--- src/rtl/usb_rx_packet.sv ---
// usb_rx_packet: USB full-speed receive packet decoder.
// Checks PID, verifies CRC5/CRC16, strips CRC from payload.
module usb_rx_packet #(
  parameter int MAX_PAYLOAD = 64
) (
  input  logic        clk,
  input  logic        rst,
  input  logic        rx_sop,
  input  logic [7:0]  rx_byte,
  input  logic        rx_byte_en,
  input  logic        rx_eop,
  output logic [3:0]  rx_packet_pid,
  output logic        rx_packet_pid_valid,
  output logic [10:0] rx_packet_addr,
  output logic [7:0]  rx_packet_byte,
  output logic        rx_packet_byte_en,
  output logic        rx_packet_valid,
  output logic        rx_packet_fin
);

  localparam int CW = $clog2(MAX_PAYLOAD + 4);
  localparam logic [CW-1:0] CNT_OVF = CW'(MAX_PAYLOAD + 2);

  typedef enum logic [2:0] {
    IDLE, PID, TOKEN, DATA, HSK, DISCARD, DONE
  } state_t;

  state_t state, state_n, st_b;

  logic [CW-1:0] cnt, cnt_n;
  logic [4:0]    crc5, crc5_n;
  logic [15:0]   crc16, crc16_n;
  logic [7:0]    dly0, dly0_n;
  logic [7:0]    dly1, dly1_n;
  logic [7:0]    tok_lo, tok_lo_n;
  logic [2:0]    tok_hi, tok_hi_n;

  logic [3:0]    pid_n;
  logic          pid_valid_n;
  logic [10:0]   addr_n;
  logic [7:0]    byte_n;
  logic          byte_en_n;
  logic          valid_n;
  logic          fin_n;
  logic          pkt_good;
  logic          busy;

  function automatic logic [4:0] crc5_step(
    input logic [4:0] c,
    input logic [7:0] d
  );
    logic [4:0] r;
    r = c;
    for (int i = 0; i < 8; i++) begin
      if (d[i] ^ r[4]) r = {r[3:0], 1'b0} ^ 5'b00101;
      else             r = {r[3:0], 1'b0};
    end
    return r;
  endfunction

  function automatic logic [15:0] crc16_step(
    input logic [15:0] c,
    input logic [7:0]  d
  );
    logic [15:0] r;
    r = c;
    for (int i = 0; i < 8; i++) begin
      if (d[i] ^ r[15]) r = {r[14:0], 1'b0} ^ 16'h8005;
      else              r = {r[14:0], 1'b0};
    end
    return r;
  endfunction

  always_ff @(posedge clk) begin
    if (rst) begin
      state               <= IDLE;
      cnt                 <= '0;
      crc5                <= '0;
      crc16               <= '0;
      dly0                <= '0;
      dly1                <= '0;
      tok_lo              <= '0;
      tok_hi              <= '0;
      rx_packet_pid       <= '0;
      rx_packet_pid_valid <= 1'b0;
      rx_packet_addr      <= '0;
      rx_packet_byte      <= '0;
      rx_packet_byte_en   <= 1'b0;
      rx_packet_valid     <= 1'b0;
      rx_packet_fin       <= 1'b0;
    end else begin
      state               <= state_n;
      cnt                 <= cnt_n;
      crc5                <= crc5_n;
      crc16               <= crc16_n;
      dly0                <= dly0_n;
      dly1                <= dly1_n;
      tok_lo              <= tok_lo_n;
      tok_hi              <= tok_hi_n;
      rx_packet_pid       <= pid_n;
      rx_packet_pid_valid <= pid_valid_n;
      rx_packet_addr      <= addr_n;
      rx_packet_byte      <= byte_n;
      rx_packet_byte_en   <= byte_en_n;
      rx_packet_valid     <= valid_n;
      rx_packet_fin       <= fin_n;
    end
  end

  assign busy = (state != IDLE) && (state != DONE);

  always_comb begin
    state_n     = state;
    st_b        = state;
    cnt_n       = cnt;
    crc5_n      = crc5;
    crc16_n     = crc16;
    dly0_n      = dly0;
    dly1_n      = dly1;
    tok_lo_n    = tok_lo;
    tok_hi_n    = tok_hi;
    pid_n       = rx_packet_pid;
    pid_valid_n = 1'b0;
    addr_n      = rx_packet_addr;
    byte_n      = rx_packet_byte;
    byte_en_n   = 1'b0;
    valid_n     = 1'b0;
    fin_n       = 1'b0;
    pkt_good    = 1'b0;

    if (rx_sop) begin
      fin_n   = busy;
      state_n = PID;
      cnt_n   = '0;
      crc5_n  = '1;
      crc16_n = '1;
    end else begin
      if (state == DONE) st_b = IDLE;
      if (rx_byte_en) begin
        unique case (state)
          PID: begin
            if (rx_byte[7:4] == ~rx_byte[3:0]) begin
              pid_n       = rx_byte[3:0];
              pid_valid_n = 1'b1;
              unique case (rx_byte[3:0])
                4'b0001, 4'b1001, 4'b1101,
                4'b0101, 4'b0100: st_b = TOKEN;
                4'b0011, 4'b1011,
                4'b0111, 4'b1111: st_b = DATA;
                4'b0010, 4'b1010,
                4'b1110, 4'b0110: st_b = HSK;
                default:          st_b = DISCARD;
              endcase
            end else begin
              st_b = DISCARD;
            end
          end
          TOKEN: begin
            crc5_n = crc5_step(crc5, rx_byte);
            cnt_n  = cnt + 1'b1;
            if (cnt == CW'(0))      tok_lo_n = rx_byte;
            else if (cnt == CW'(1)) tok_hi_n = rx_byte[2:0];
            else                    st_b = DISCARD;
          end
          DATA: begin
            crc16_n = crc16_step(crc16, rx_byte);
            // Oldest byte leaves the delay line once two newer ones exist
            if (cnt == CNT_OVF) begin
              st_b = DISCARD;
            end else begin
              cnt_n  = cnt + 1'b1;
              dly0_n = dly1;
              dly1_n = rx_byte;
              if (cnt >= CW'(2)) begin
                byte_n    = dly0;
                byte_en_n = 1'b1;
              end
            end
          end
          HSK:     st_b = DISCARD;
          default: ;
        endcase
      end

      state_n = st_b;
      if (rx_eop && busy) begin
        unique case (st_b)
          TOKEN: pkt_good = (cnt_n == CW'(2)) &&
                            (crc5_n == 5'b01100);
          DATA:  pkt_good = (cnt_n >= CW'(2)) &&
                            (crc16_n == 16'h800D);
          HSK:   pkt_good = 1'b1;
          default: pkt_good = 1'b0;
        endcase
        state_n = DONE;
        fin_n   = 1'b1;
        valid_n = pkt_good;
        if (pkt_good && st_b == TOKEN) addr_n = {tok_hi_n, tok_lo_n};
      end
    end
  end

endmodule

--- config.mk ---
export PLATFORM = sky130hd
export DESIGN_NAME = usb_rx_packet
export DESIGN_NICKNAME = d
export VERILOG_FILES = /design/src/rtl/usb_rx_packet.sv
export SDC_FILE = /design/constraint.sdc
export NUM_CORES = 1
export LEC_CHECK = 0
export ABC_AREA = 1
export CAP_MARGIN = 10
export CELL_PAD_IN_SITES_DETAIL_PLACEMENT = 1
export CELL_PAD_IN_SITES_GLOBAL_PLACEMENT = 2
export CORE_ASPECT_RATIO = 1.4
export CORE_MARGIN = 1.5
export CORE_UTILIZATION = 29
export DETAILED_ROUTE_END_ITERATION = 8
export PLACE_DENSITY_LB_ADDON = 0.08
export SLEW_MARGIN = 20
export SYNTH_ARGS = -nofsm -noshare
export SYNTH_HDL_FRONTEND = slang
export SYNTH_SLANG_ARGS = --single-unit
--- constraint.sdc ---
create_clock -name clk -period 2.15 [get_ports clk]
set_input_delay 0.215 -clock clk [delete_from_list [all_inputs] [get_ports clk]]
set_output_delay 0.215 -clock clk [all_outputs]
set_load 0.01 [all_outputs]
==> metrics, run 1 <==
Power Total 0.003968 W; Buffers & Inverters on Critical Path 6; largest net degree at the start of global routing 42; Crit. End Element flip-flop; maximum vdd drop 0.3661 mV; reg2reg setup slack -0.03 ns; Hold/Removal Path Class reg2reg; Mean Syn Cell Area 6.419 sq um; placed cell areas 6091 sq um; Vias/cell 4.766; Iter 0 DRT Violations 185; Design Area, Final 6680 sq um; HP Start rx_packet_addr[2]; die area 16,920 sq um; Reg power frac 0.420; Clk pwr share 0.395; Tmin final 2.178 ns; slowest stage delay, CP 0.34 ns; Final Hold Viols 0; reg-to-reg endpoint rx_packet_addr[10]; Die Span Y 153.3 um; Psw 0.001205 W; CP arrival 2.40 ns; die width 110.4 um; Initial Util 0.2985; Synth Register Bits 85; Pre-Repair DR Iteration Count 4; Netlist cell types 35; WHS Endpoint rx_packet_addr[2]; crit-path max FO 6; core box area 15,680 sq um; number of max-cap violations 0; Rows 54; failing checks setup timing; status finished, violations left; vias 5,142; TritonCTS clock tree done; startpoint types flip-flop; root buffer cell clkbuf_16; worst hold slack 0.4650 ns; reg2reg path depth 14; Leakage 3.289 nW; Synth warnings 0; # DRC 0; # setup viols final 9; Crit path max-delay family buffers and inverters; Syn Nets 750; I/O Buffers 39; first-pass GRT wire length 26,830 um; Tot GR Track Use 0.2058; Num CTS Buffers 9; Worst-path clk slew 0.07 ns; Power Density 594.0 nW/um^2; Slew Viols, Final 0; vias in the first global route 5,311; type of the worst setup path reg2reg; Final ANT Viol Nets 0; critical path, cell by cell inv_2, buf_4, buf_4, ha_2, inv_1, o21ai_2, inv_2, nor3_4, nand2_2, nor2_4, nand3_4, buf_6, nand2_1, a21oi_1; Max stage delay cell, worst path dfxtp_2; ratio of cells with drive above 1 in the final layout 0.2525; routed len/inst 15.46 um; worst clock skew 0.01066 ns; Clock Sinks 85; P&R area growth vs syn 42.75%; Rel. slew slack 0.6636; # hold bufs at CTS 0; worst skew pair latency 0.35 ns; Logic pwr share 0.186; Placement Setup Slack -0.4795 ns; Top Ports 40; fmax 459.1 MHz; total grt overflow 0; post-DP HPWL 12,590 um; final worst slack -0.02812 ns; Diodes inserted 0; final worst path period share 1.013; Clock Path Buffers 2; H-tree levels 3; fin nets 899; GPL Wtd Cong 0.9097; switch share 0.3037; sequential fraction of the synthesis area 0.3636; RSZ-0062 raised after global routing yes; synthesized area 4679 sq um; initial antenna violation count 0; Mapped Cells 729; Least-Margin Pin Slew 0.5027 ns; R2R Path Start cnt[0]; worst endpoint required time 2.37 ns; routed wire length 16,680 um; Hold Crit Depth 2; Int Power 0.002763 W
-- power by group through the flow --
stage | combinational [W] | sequential, W | clock (W)
floorplan | 0.000402 | 0.00169 | 0
global placement | 0.000712 | 0.00170 | 0
detailed placement | 0.000727 | 0.00170 | 0
CTS | 0.000734 | 0.00167 | 0.00162
global route | 0.000829 | 0.00167 | 0.00168
finish | 0.000736 | 0.00167 | 0.00157
-- cell type report --
| class | count | area (sq um) |
|---|---|---|
| clock buffer | 10 | 239.0 |
| clock inverter | 6 | 52.55 |
| fill | 2044 | 8995 |
| inverter | 79 | 299.0 |
| multi-input combinational | 537 | 2724 |
| sequential | 85 | 1712 |
| tap | 196 | 245.2 |
| timing repair buffer | 166 | 1409 |
-- cell usage after synthesis (all sizes together) --
library cell,n,area share
a21o,1,0.0016
a21oi,31,0.033
a31oi,4,0.0053
and3,1,0.0013
buf,11,0.014
clkbuf,17,0.014
dfxtp,85,0.36
ha,8,0.021
inv,79,0.063
nand2,228,0.19
nand3,36,0.040
nand3b,3,0.0048
nand4,21,0.029
nor2,101,0.093
nor3,7,0.012
o211ai,1,0.0016
o21ai,79,0.085
o22ai,1,0.0013
or2,2,0.0027
xnor2,6,0.011
xor2,7,0.013
-- sequential cells by signal (all words and copies together) (netlist names), 4 cells and up --
signal and cells:
crc16 16, dly0 8, rx_packet_pid 4, rx_packet_addr 11
tok_lo 8, cnt 7, rx_packet_byte 8, crc5 5
dly1 8
-- through the flow --
stage               cells  utilization  setup TNS, ns
global route         1079       0.4262         -1.804
floorplan             729            -              0
global placement     1052       0.3886         -6.663
CTS                  1075       0.4150              0
finish               1079       0.4262        -0.1447
detailed placement   1052       0.3886         -7.542
-- cells in the final DEF, fill, tap and decap left out, types with 6 or more instances in the layout --
master and instances:
xor2_1 7, buf_6 9, buf_4 115, nand3_1 32, nor2_1 85, inv_1 62, nand2_4 8, nand4_1 20
clkdlybuf4s50_1 34, clkbuf_16 9, xnor2_1 6, nor2_2 10, a21oi_1 26, nand2_2 11, dfxtp_1 79, nand2_1 209
inv_2 16, o21ai_0 71
-- worst reg2reg max path, delay by kind of cell, from the launching register on --
| kind | cells | cell delay [ns] |
|---|---|---|
| fa+ha+maj | 1 | 0.31 |
| flops | 1 | 0.34 |
| buf+inv | 6 | 0.61 |
| simple gates | 5 | 0.57 |
| compound gates | 2 | 0.22 |
-- per-layer routing --
layer,GRT usage,part of all wire
met5,0,0
met4,0.07570,0.027
met3,0.03539,0.024
met2,0.3574,0.52
met1,0.2484,0.43
-- worst max-delay path by stage --
| stage | endpoint | slack, ns | cells past startpoint | start |
|---|---|---|---|---|
| after global routing | rx_packet_addr[8] | -0.16 | 16 | cnt[0] |
| after floorplan | rx_packet_addr[4] | 0.12 | 15 | cnt[0] |
| final | rx_packet_addr[10] | -0.03 | 14 | cnt[0] |
| after detailed placement | rx_packet_addr[0] | -0.48 | 17 | rx_byte[3] |
| after CTS | rx_packet_addr[9] | 0.001 | 17 | cnt[0] |
| after global placement | rx_packet_addr[9] | -0.39 | 17 | rx_byte[3] |
-- what timing repair did --
| item | in CTS | in global routing |
|---|---|---|
| endpoints found under the setup margin | 12 | 16 |
| buffers inserted | 6 | 4 |
| cloned | 1 | 0 |
| pin swaps | 7 | 18 |
| resized for setup | 32 | 49 |
-- cells by family after synthesis --
family	share of synthesized area
AO/OA/AOI/OAI	0.1283
flip-flops	0.3636
adder cells (fa/ha/maj)	0.02139
XOR/XNOR	0.02433
AND/OR/NAND/NOR	0.3706
buffers and inverters	0.09171
No activity file was read; power rests on OpenSTA's default activity.
==> inputs of run 2 (changes only) <==
Settings changed: CORE_MARGIN 1.5 to 4, HOLD_SLACK_MARGIN set to 0.06.
==> metrics, run 2 (synthesized netlist as in run 1, its figures left out) <==
worst endpoint required time 2.37 ns; Rel. slew slack 0.7088; Clock Path Buffers 2; M1 WL 7314 um; status finished, violations left; root buffer cell clkbuf_16; reg2reg setup slack -0.01 ns; failing checks setup timing; R2R Path Start cnt[1]; Slew Viols, Final 0; GPL Wtd Cong 0.8132; post-DP HPWL 12,640 um; Top Ports 40; Pre-Repair DR Iteration Count 4; Clock Sinks 85; initial antenna violation count 0; TritonCTS clock tree done; metal2 WL 8577 um; Hold Crit Depth 2; Diodes inserted 0; vias 5,145; H-tree levels 3; RSZ-0062 raised after global routing yes; Initial Util 0.2973; crit-path max FO 6; largest net degree at the start of global routing 31; P&R area growth vs syn 43.02%; vias in the first global route 5,338; Logic pwr share 0.182; Tot GR Track Use 0.1868; # setup viols final 8; Worst-path clk slew 0.07 ns; WHS Endpoint rx_packet_addr[6]; total grt overflow 0; Placed Cells 1,044; I/O Buffers 39; first-pass GRT wire length 26,700 um; reg2reg path depth 15; Reg power frac 0.410; largest reg by FF count crc16; final worst path period share 1.006; number of max-cap violations 0; Final ANT Viol Nets 0; die area 18,260 sq um; Util after Layout 0.4251; metal3 WL 324 um; Regs by FF count crc16 x16, rx_packet_addr x11; Tmin final 2.162 ns; die width 115.4 um; max reg flops 16; routed wire length 16,640 um; Hold/Removal Path Class reg2reg; Rows 54; fin nets 896; Least-Margin Pin Slew 0.4352 ns; final worst slack -0.01188 ns; Crit. End Element flip-flop; Int Power 0.002853 W; Leakage 3.296 nW; core box area 15,740 sq um; routed len/inst 15.46 um; switch share 0.2991; Vias/cell 4.782; Die Span Y 158.3 um; Psw 0.001217 W; # DRC 0; maximum vdd drop 0.2925 mV; highest routed layer met4; fmax 462.6 MHz; Num CTS Buffers 9; worst skew pair latency 0.36 ns; startpoint types flip-flop; ratio of cells with drive above 1 in the final layout 0.2500; reg-to-reg endpoint rx_packet_addr[7]; Clk pwr share 0.408; worst clock skew 0.01346 ns; commonest non-fill, non-tap cell in the layout nand2_1; CP arrival 2.38 ns; Iter 0 DRT Violations 182; Final Hold Viols 0; HP Start rx_packet_addr[6]; final non-filler cell total 1,076; Power Density 608.2 nW/um^2; type of the worst setup path reg2reg; most frequent cells in the layout nand2_1 (203), buf_4 (109), nor2_1 (87), dfxtp_1 (78), o21ai_0 (71)
[run 2: cell type report]
type                            instances  area, sq um
Tap cell                              196        245.2
Clock inverter                          7        81.33
Multi-Input combinational cell        537         2734
Clock buffer                            9        225.2
Inverter                               79        301.5
Sequential cell                        85         1713
Timing Repair Buffer                  163         1393
Fill cell                            2047         9050
[run 2: per-stage QoR]
stage | setup WS [ns] | total power (W) | hold WS (ns) | instance area (sq um) | TNS (ns)
after floorplan | 0.1228 | 0.002094 | 0.3467 | 4679 | 0
after global placement | -0.3794 | 0.002395 | 0.4497 | 6018 | -6.605
after detailed placement | -0.4329 | 0.002416 | 0.4606 | 6018 | -7.514
after CTS | -0.002342 | 0.004112 | 0.4681 | 6486 | -0.003978
after global routing | -0.1782 | 0.004288 | 0.4883 | 6693 | -1.658
final | -0.01188 | 0.004071 | 0.4673 | 6693 | -0.03832
[run 2: worst max-delay path by stage]
| stage | to | from |
|---|---|---|
| floorplan | rx_packet_addr[4] | cnt[0] |
| global placement | rx_packet_addr[9] | rx_byte[1] |
| detailed placement | rx_packet_addr[8] | rx_byte[1] |
| CTS | rx_packet_addr[5] | cnt[0] |
| global route | rx_packet_valid | cnt[1] |
| finish | rx_packet_addr[7] | cnt[1] |
[run 2: worst max-delay path, cell delays in order (launching register included)]
cell and delay [ns]:
dfxtp_2 0.34, buf_4 0.16, inv_1 0.09, ha_2 0.22, nand3_1 0.14, nand3_1 0.13
nand2_1 0.10, inv_1 0.08, nand3_1 0.10, nand2_2 0.11, nand2_4 0.07, nor2_4 0.13
nand3_4 0.10, buf_6 0.16, nand2_1 0.05, a21oi_1 0.05
[run 2: repair_timing]
action	4_1_cts	5_1_grt
cloned	1	0
hold buffers	0	0
pin swaps	10	32
buffers inserted	9	7
setup endpoints to repair	12	28
gates resized for setup	32	51
[run 2: per-layer routing]
| layer | up-vias | GRT usage |
|---|---|---|
| li1 | 2615 | - |
| met1 | 2444 | 0.2228 |
| met2 | 64 | 0.3342 |
| met3 | 22 | 0.02167 |
| met4 | 0 | 0.08277 |
| met5 | - | 0 |
[run 2: power groups by stage]
stage / Combinational (W) / Clock (W) / Sequential [W]
floorplan: 0.000402 / 0 / 0.00169
global placement: 0.000695 / 0 / 0.00170
detailed placement: 0.000712 / 0 / 0.00170
CTS: 0.000726 / 0.00172 / 0.00167
global route: 0.000835 / 0.00178 / 0.00168
finish: 0.000739 / 0.00166 / 0.00167
==> inputs of run 3 (changes only) <==
==> constraint.sdc (replaced) <==
create_clock -name clk -period 2.15 [get_ports clk]
set_input_delay 0.215 -clock clk [delete_from_list [all_inputs] [get_ports clk]]
set_output_delay 0.215 -clock clk [all_outputs]
set_load 0.02 [all_outputs]
==> results of run 3 <==
Same layout as run 2 (identical final DEF). Status: finished, violations left: setup timing.
Main changes from that run: total power 0.004071 W -> 0.004073 W
